<file path="config.mk">
export PLATFORM = sky130hd
export DESIGN_NAME = iterative_comparator
export DESIGN_NICKNAME = d
export VERILOG_FILES = /design/src/rtl/iterative_comparator_pkg.sv /design/src/rtl/iterative_comparator_chunk_compare.sv /design/src/rtl/iterative_comparator.sv
export SDC_FILE = /design/constraint.sdc
export NUM_CORES = 1
export LEC_CHECK = 0
export BUFFER_PORTS_ARGS = -buffer_cell sky130_fd_sc_hd__buf_2
export CORE_MARGIN = 10
export CORE_UTILIZATION = 49
export CTS_BUF_LIST = sky130_fd_sc_hd__clkbuf_4 sky130_fd_sc_hd__clkbuf_8 sky130_fd_sc_hd__clkbuf_16
export DETAILED_ROUTE_END_ITERATION = 6
export GPL_TIMING_DRIVEN = 0
export PLACE_DENSITY = 0.73
export RECOVER_POWER = 100
export SYNTH_ARGS = -nofsm -noshare
export SYNTH_HDL_FRONTEND = slang
export SYNTH_SLANG_ARGS = --single-unit
</file>
<file path="constraint.sdc">
create_clock -name clk -period 1.9 [get_ports clk]
set_input_delay 0 -clock clk [delete_from_list [all_inputs] [get_ports clk]]
set_output_delay 0 -clock clk [all_outputs]
set_load 0.02 [all_outputs]
</file>
<file path="src/rtl/iterative_comparator_pkg.sv">
// Shared types for the chunk-serial magnitude comparator.
package iterative_comparator_pkg;

  typedef enum logic [1:0] {
    StIdle,
    StBusy,
    StDone
  } cmp_state_e;

  typedef struct packed {
    logic eq;
    logic lt;
    logic gt;
  } cmp_result_t;

  typedef struct packed {
    logic lte;
    logic gte;
  } cmp_range_t;

  localparam cmp_result_t CmpEqual = '{eq: 1'b1, lt: 1'b0, gt: 1'b0};

  function automatic cmp_range_t cmp_range(input cmp_result_t r);
    cmp_range_t o;
    o.lte = r.lt | r.eq;
    o.gte = r.gt | r.eq;
    return o;
  endfunction

endpackage

</file>
<file path="src/rtl/iterative_comparator_chunk_compare.sv">
// Combinational unsigned compare of one operand chunk.
module chunk_compare #(
  parameter int unsigned Width = 8
) (
  input  logic [Width-1:0] a_i,
  input  logic [Width-1:0] b_i,
  output logic             eq_o,
  output logic             gt_o
);

  assign eq_o = (a_i == b_i);
  assign gt_o = (a_i > b_i);

endmodule

</file>
<file path="src/rtl/iterative_comparator.sv">
// Multi-cycle comparator: walks operands MSB chunk first, with valid/ready on both sides.
module iterative_comparator
  import iterative_comparator_pkg::*;
#(
  parameter int unsigned BW         = 32,
  parameter int unsigned CHUNK      = 8,
  parameter bit          EARLY_EXIT = 1'b1
) (
  input  logic          clk,
  input  logic          rst,
  input  logic          in_valid,
  output logic          in_ready,
  input  logic [BW-1:0] in_a,
  input  logic [BW-1:0] in_b,
  input  logic          in_signed,
  output logic          out_valid,
  input  logic          out_ready,
  output logic          eq,
  output logic          lt,
  output logic          gt,
  output logic          lte,
  output logic          gte
);

  localparam int unsigned NCHUNK = BW / CHUNK;
  localparam int unsigned KW     = (NCHUNK > 1) ? $clog2(NCHUNK) : 1;

  cmp_state_e  state_q, state_d;
  logic [BW-1:0] a_q, a_d, b_q, b_d;
  logic [BW-1:0] a_shift, b_shift;
  logic [KW-1:0] k_q, k_d;
  cmp_result_t res_q, res_d;
  logic        diff_q, diff_d;

  logic        c_eq, c_gt;
  logic        found;
  cmp_result_t r_cur;

  // Operands are shifted left each cycle so the active chunk is always the top one.
  chunk_compare #(
    .Width (CHUNK)
  ) u_chunk_compare (
    .a_i  (a_q[BW-1 -: CHUNK]),
    .b_i  (b_q[BW-1 -: CHUNK]),
    .eq_o (c_eq),
    .gt_o (c_gt)
  );

  if (NCHUNK > 1) begin : g_shift
    assign a_shift = {a_q[BW-CHUNK-1:0], {CHUNK{1'b0}}};
    assign b_shift = {b_q[BW-CHUNK-1:0], {CHUNK{1'b0}}};
  end else begin : g_no_shift
    assign a_shift = a_q;
    assign b_shift = b_q;
  end

  always_comb begin
    state_d = state_q;
    a_d     = a_q;
    b_d     = b_q;
    k_d     = k_q;
    res_d   = res_q;
    diff_d  = diff_q;
    found   = diff_q;
    r_cur   = res_q;

    unique case (state_q)
      StIdle: begin
        if (in_valid) begin
          // Flipping the sign bit maps two's-complement order onto unsigned order.
          a_d         = in_a;
          b_d         = in_b;
          a_d[BW-1]   = in_a[BW-1] ^ in_signed;
          b_d[BW-1]   = in_b[BW-1] ^ in_signed;
          k_d         = KW'(NCHUNK - 1);
          diff_d      = 1'b0;
          state_d     = StBusy;
        end
      end
      StBusy: begin
        if (!diff_q && !c_eq) begin
          found = 1'b1;
          r_cur = '{eq: 1'b0, lt: ~c_gt, gt: c_gt};
        end
        if (EARLY_EXIT && !c_eq) begin
          res_d   = r_cur;
          state_d = StDone;
        end else if (k_q == '0) begin
          res_d   = found ? r_cur : CmpEqual;
          state_d = StDone;
        end else begin
          res_d  = r_cur;
          diff_d = found;
          k_d    = k_q - 1'b1;
          a_d    = a_shift;
          b_d    = b_shift;
        end
      end
      StDone: begin
        if (out_ready) begin
          state_d = StIdle;
        end
      end
      default: state_d = StIdle;
    endcase
  end

  always_ff @(posedge clk or posedge rst) begin
    if (rst) begin
      state_q <= StIdle;
      a_q     <= '0;
      b_q     <= '0;
      k_q     <= '0;
      res_q   <= '0;
      diff_q  <= 1'b0;
    end else begin
      state_q <= state_d;
      a_q     <= a_d;
      b_q     <= b_d;
      k_q     <= k_d;
      res_q   <= res_d;
      diff_q  <= diff_d;
    end
  end

  cmp_range_t range;
  assign range = cmp_range(res_q);

  assign in_ready  = (state_q == StIdle) && !rst;
  assign out_valid = (state_q == StDone);
  assign eq        = res_q.eq;
  assign lt        = res_q.lt;
  assign gt        = res_q.gt;
  assign lte       = range.lte;
  assign gte       = range.gte;

endmodule

</file>
==> qor_table.md <==
| Step | Quantity | This run |
|:---|:---|:---|
| outcome | Result of the run | finished, violations left |
| outcome | Violations in the final reports | hold timing, setup timing |
| clock tree | Clock net sink count | 72 |
| clock tree | Skew-Pair Late Insertion Delay | 0.35 ns |
| pwr | Relative contribution of the clock network to total power | 0.149 |
| pwr | PD cells | 1570 nW/um2 |
| die | Starting Density | 0.515 |
| global route | Wire length of the first global-routing pass | 14900 um |
| logic synthesis | Leading register cell type out of synthesis | dfrtp_1 |
| setup path | Endpoint class of the critical path | flop |
| sta | Min setup slack post-route | -0.101 ns |
| logic synthesis | Number of synthesized flops with an enable pin | 0 |
| detailed routing | Final ANT Viol Nets | 0 |
| die | Total die area | 11100 um2 |
| setup path | Type of the worst setup path | reg2reg |
| setup path | Data arrival time of the worst path | 2.22 ns |
| die | Horizontal die dimension | 105 um |
| detailed routing | Detailed Route Iter0 Violations | 81 |
| sta | Skew final | 0.00879 ns |
| sta | Final min period | 2.00 ns |
| logic synthesis | Number of instances in the synthesized netlist | 345 |
| die | Die boundary height | 105 um |
| placed design | Port Buf Inserts | 75 |
| logic synthesis | Share of async-settable or async-resettable flops after synthesis | 1.00 |
| clock tree | H-Tree Depth | 3 |
| detailed routing | Routed vias | 2928 |
| pwr | Switching power as a share of total power | 0.369 |
| sta | Final-layout setup total negative slack | -0.251 ns |
| sta | Total count of max-transition violations in the final report | 0 |
| sta | Endpoints failing hold | 1 |
| global route | Number of antenna violations at the first check in global routing | 0 |
| logic synthesis | Synth warnings | 0 |
| logic synthesis | Portion of the post-synthesis area used by sequential elements | 0.507 |
| placed design | Worst slack at placement | -0.118 ns |
| sta | Final Setup Violations | 8 |
| sta | Unrepaired setup endpoints after global routing | true |
| detailed routing | Routed wire length | 9160 um |
| detailed routing | Routed WL per cell | 15.4 um |
| setup path | Cell-by-cell listing of the critical path | inv_1, ha_4, nand2b_1, a2111oi_0, o31a_1, a21oi_1 |
| detailed routing | Drt via density | 4.92 |
| placed design | Number of placed instances with taps included | 516 |
| placed design | Placement-stage cell area | 4050 um2 |
| logic synthesis | Synthesized netlist net count | 423 |
| logic synthesis | Netlist area before placement | 3550 um2 |
| pwr | Net switching component of the power | 2860 uW |
| sta | Final worst path period share | 1.05 |
| clock tree | CTS tree | built |
| worst hold path | Worst min path class | in2reg |
| pwr | Combinational Power Share | 0.497 |
| run | Max-cap viol count | 0 |
| logic synthesis | Distinct cells, synth | 31 |
| layout | Number of nets in the layout | 574 |
| pwr | Total power | 7730 uW |
| detailed routing | Total iterations of the first detailed-routing run | 5 |
| setup path | Slowest stage cell, crit path | a2111oi_0 |
| layout | Top library cells by usage in the layout, fill and taps aside | nand2_1, buf_2, dfrtp_1 |
| setup path | CP Max Fanout | 2 |
| setup path | Worst Path Required | 2.12 ns |
| sta | Worst slew margin relative to its limit | 0.420 |
| layout | Most common library cell in the layout ignoring fill and taps | nand2_1 |
| sta | Worst hold slack | -0.00645 ns |
| placed design | HPWL after detailed placement | 6130 um |
| layout | Post-route non-filler standard cell count | 595 |
| die | Top-level port count | 76 |
| global route | Pin count of the biggest net entering global routing | 73 |
| pwr | Register share of total power | 0.354 |
| layout | Share of cells above drive strength 1 | 0.311 |
| clock tree | TritonCTS Buffers | 9 |
| setup path | Startpoint class of the critical path | flop |
| clock tree | Clk buf depth | 2 |
| layout | Inserted Diodes | 0 |
| sta | Pin slew with the least headroom to its limit | 0.871 ns |
| pwr | Internal power component | 4880 uW |
| placed design | Global placer's final weighted congestion | 0.826 |
| logic synthesis | Average cell area after synthesis | 10.3 um2 |
| pwr | Leakage | 0.00251 uW |
| clock tree | Root buf cell | clkbuf_8 |
| global route | Aggregate global-route resource usage | 0.163 |
| die | Row Count | 30 |
| pwr | Worst voltage drop across the vdd grid | 0.787 mV |
| die | Total core area | 6910 um2 |
| layout | Area Growth Syn to Fin | 39.0% |
| setup path | Delay of the slowest critical-path stage | 0.73 ns |
| clock tree | Clock transition at the registers of the reported paths | 0.08 ns |
| global route | Number of global-route vias before repair | 3024 |
| layout | Total of fill cells in the finished design | 532 |
| layout | Final non-filler cell area | 4940 um2 |
| logic synthesis | Number of flip-flops and latches in the synthesized netlist | 72 |
| sta | Peak Freq | 0.500 GHz |
| global route | Total gr overflow | 0 |
| detailed routing | Drc violations | 0 |
-- final cells by class --
type                       instances  area (um2)  share of cell area
clock buffer                      10         131              0.0266
buffer                            19         120              0.0243
sequential                        72        1800               0.365
inverter                          14        55.1              0.0111
tap                               96         120              0.0243
multi-input combinational        240        1660               0.337
clock inverter                     4        47.5             0.00963
timing repair buffer             140         998               0.202
-- registers in the layout (all words and copies together) (netlist names) --
register / flops
b_q: 32
state_q: 2
k_q: 2
diff_q: 1
lt: 1
a_q: 32
gt: 1
eq: 1
-- through the flow --
| step | hold slack, ns | utilization |
|---|---|---|
| 6_report | -0.00645 | 0.715 |
| 5_1_grt | 0.000722 | 0.715 |
| 4_1_cts | 0.000842 | 0.701 |
| 3_5_place_dp | 0.227 | 0.587 |
| 3_3_place_gp | 0.223 | 0.586 |
| 2_1_floorplan | 0.0795 | - |
-- Yosys cell counts (all sizes together), types with 4 or more instances --
| library cell | n | area, um2 |
|---|---|---|
| nand2 | 124 | 465 |
| dfrtp | 72 | 1800 |
| mux2 | 42 | 492 |
| a22o | 16 | 140 |
| mux2i | 15 | 150 |
| inv | 14 | 52.6 |
| buf | 11 | 80.1 |
| ha | 9 | 113 |
| clkbuf | 8 | 30.0 |
| nor2 | 4 | 15.0 |
| o21ai | 4 | 23.8 |
-- worst max-delay path, delay by kind of cell, from the launching register on --
family / cells / cell delay (ns)
fa+ha+maj: 1 / 0.22
flops: 1 / 0.36
buf+inv: 1 / 0.12
simple gates: 1 / 0.13
compound gates: 3 / 1.04
-- logic make-up (layout without fill, tap and decap cells) --
group / count (synthesis) / in the layout / synth area share
flip-flops: 72 / 72 / 0.507
AO/OA/AOI/OAI: 30 / 30 / 0.0672
multiplexers: 57 / 57 / 0.181
AND/OR/NAND/NOR: 142 / 142 / 0.163
XOR/XNOR: 2 / 2 / 0.00493
adder cells (fa/ha/maj): 9 / 9 / 0.0317
buffers and inverters: 33 / 187 / 0.0458
-- repair_timing --
| item | CTS | global route |
|---|---|---|
| pin swaps | 3 | 6 |
| hold buffers | 58 | 0 |
| setup endpoints to repair | 22 | 15 |
| resized for setup | 1 | 13 |
| setup buffers | 4 | 3 |
| endpoints found under the hold margin | 129 | 0 |
| gates cloned | 0 | 0 |
-- power by group through the flow --
| stage | Sequential, uW | Clock (uW) | Combinational (uW) |
|---|---|---|---|
| global route | 2820 | 1240 | 4240 |
| CTS | 2700 | 1160 | 3630 |
| global placement | 2690 | 0 | 3340 |
| finish | 2740 | 1150 | 3850 |
| detailed placement | 2730 | 0 | 3460 |
| floorplan | 2620 | 0 | 2690 |
-- metal layers --
metal  up-vias  part of all wire  global-route usage
met3        11             0.051              0.0510
met4         0             0.012              0.0382
met1      1399              0.45               0.202
met2        72              0.48               0.272
li1       1446                 -                   -
met5         -                 0                   0
-- final timing paths --
path,slack (ns),startpoint,depth (start not counted),endpoint
setup reg to reg,-0.10,a_q[24],6,gt
hold reg to reg,0.50,a_q[0],1,a_q[0]
hold / removal,-0.006,in_b[12],4,b_q[12]
max in group asynchronous,0.90,rst,3,state_q[1]
setup / recovery,-0.10,a_q[24],6,gt
min in group asynchronous,0.41,rst,3,b_q[14]
Power figures use the tool's default switching activity.
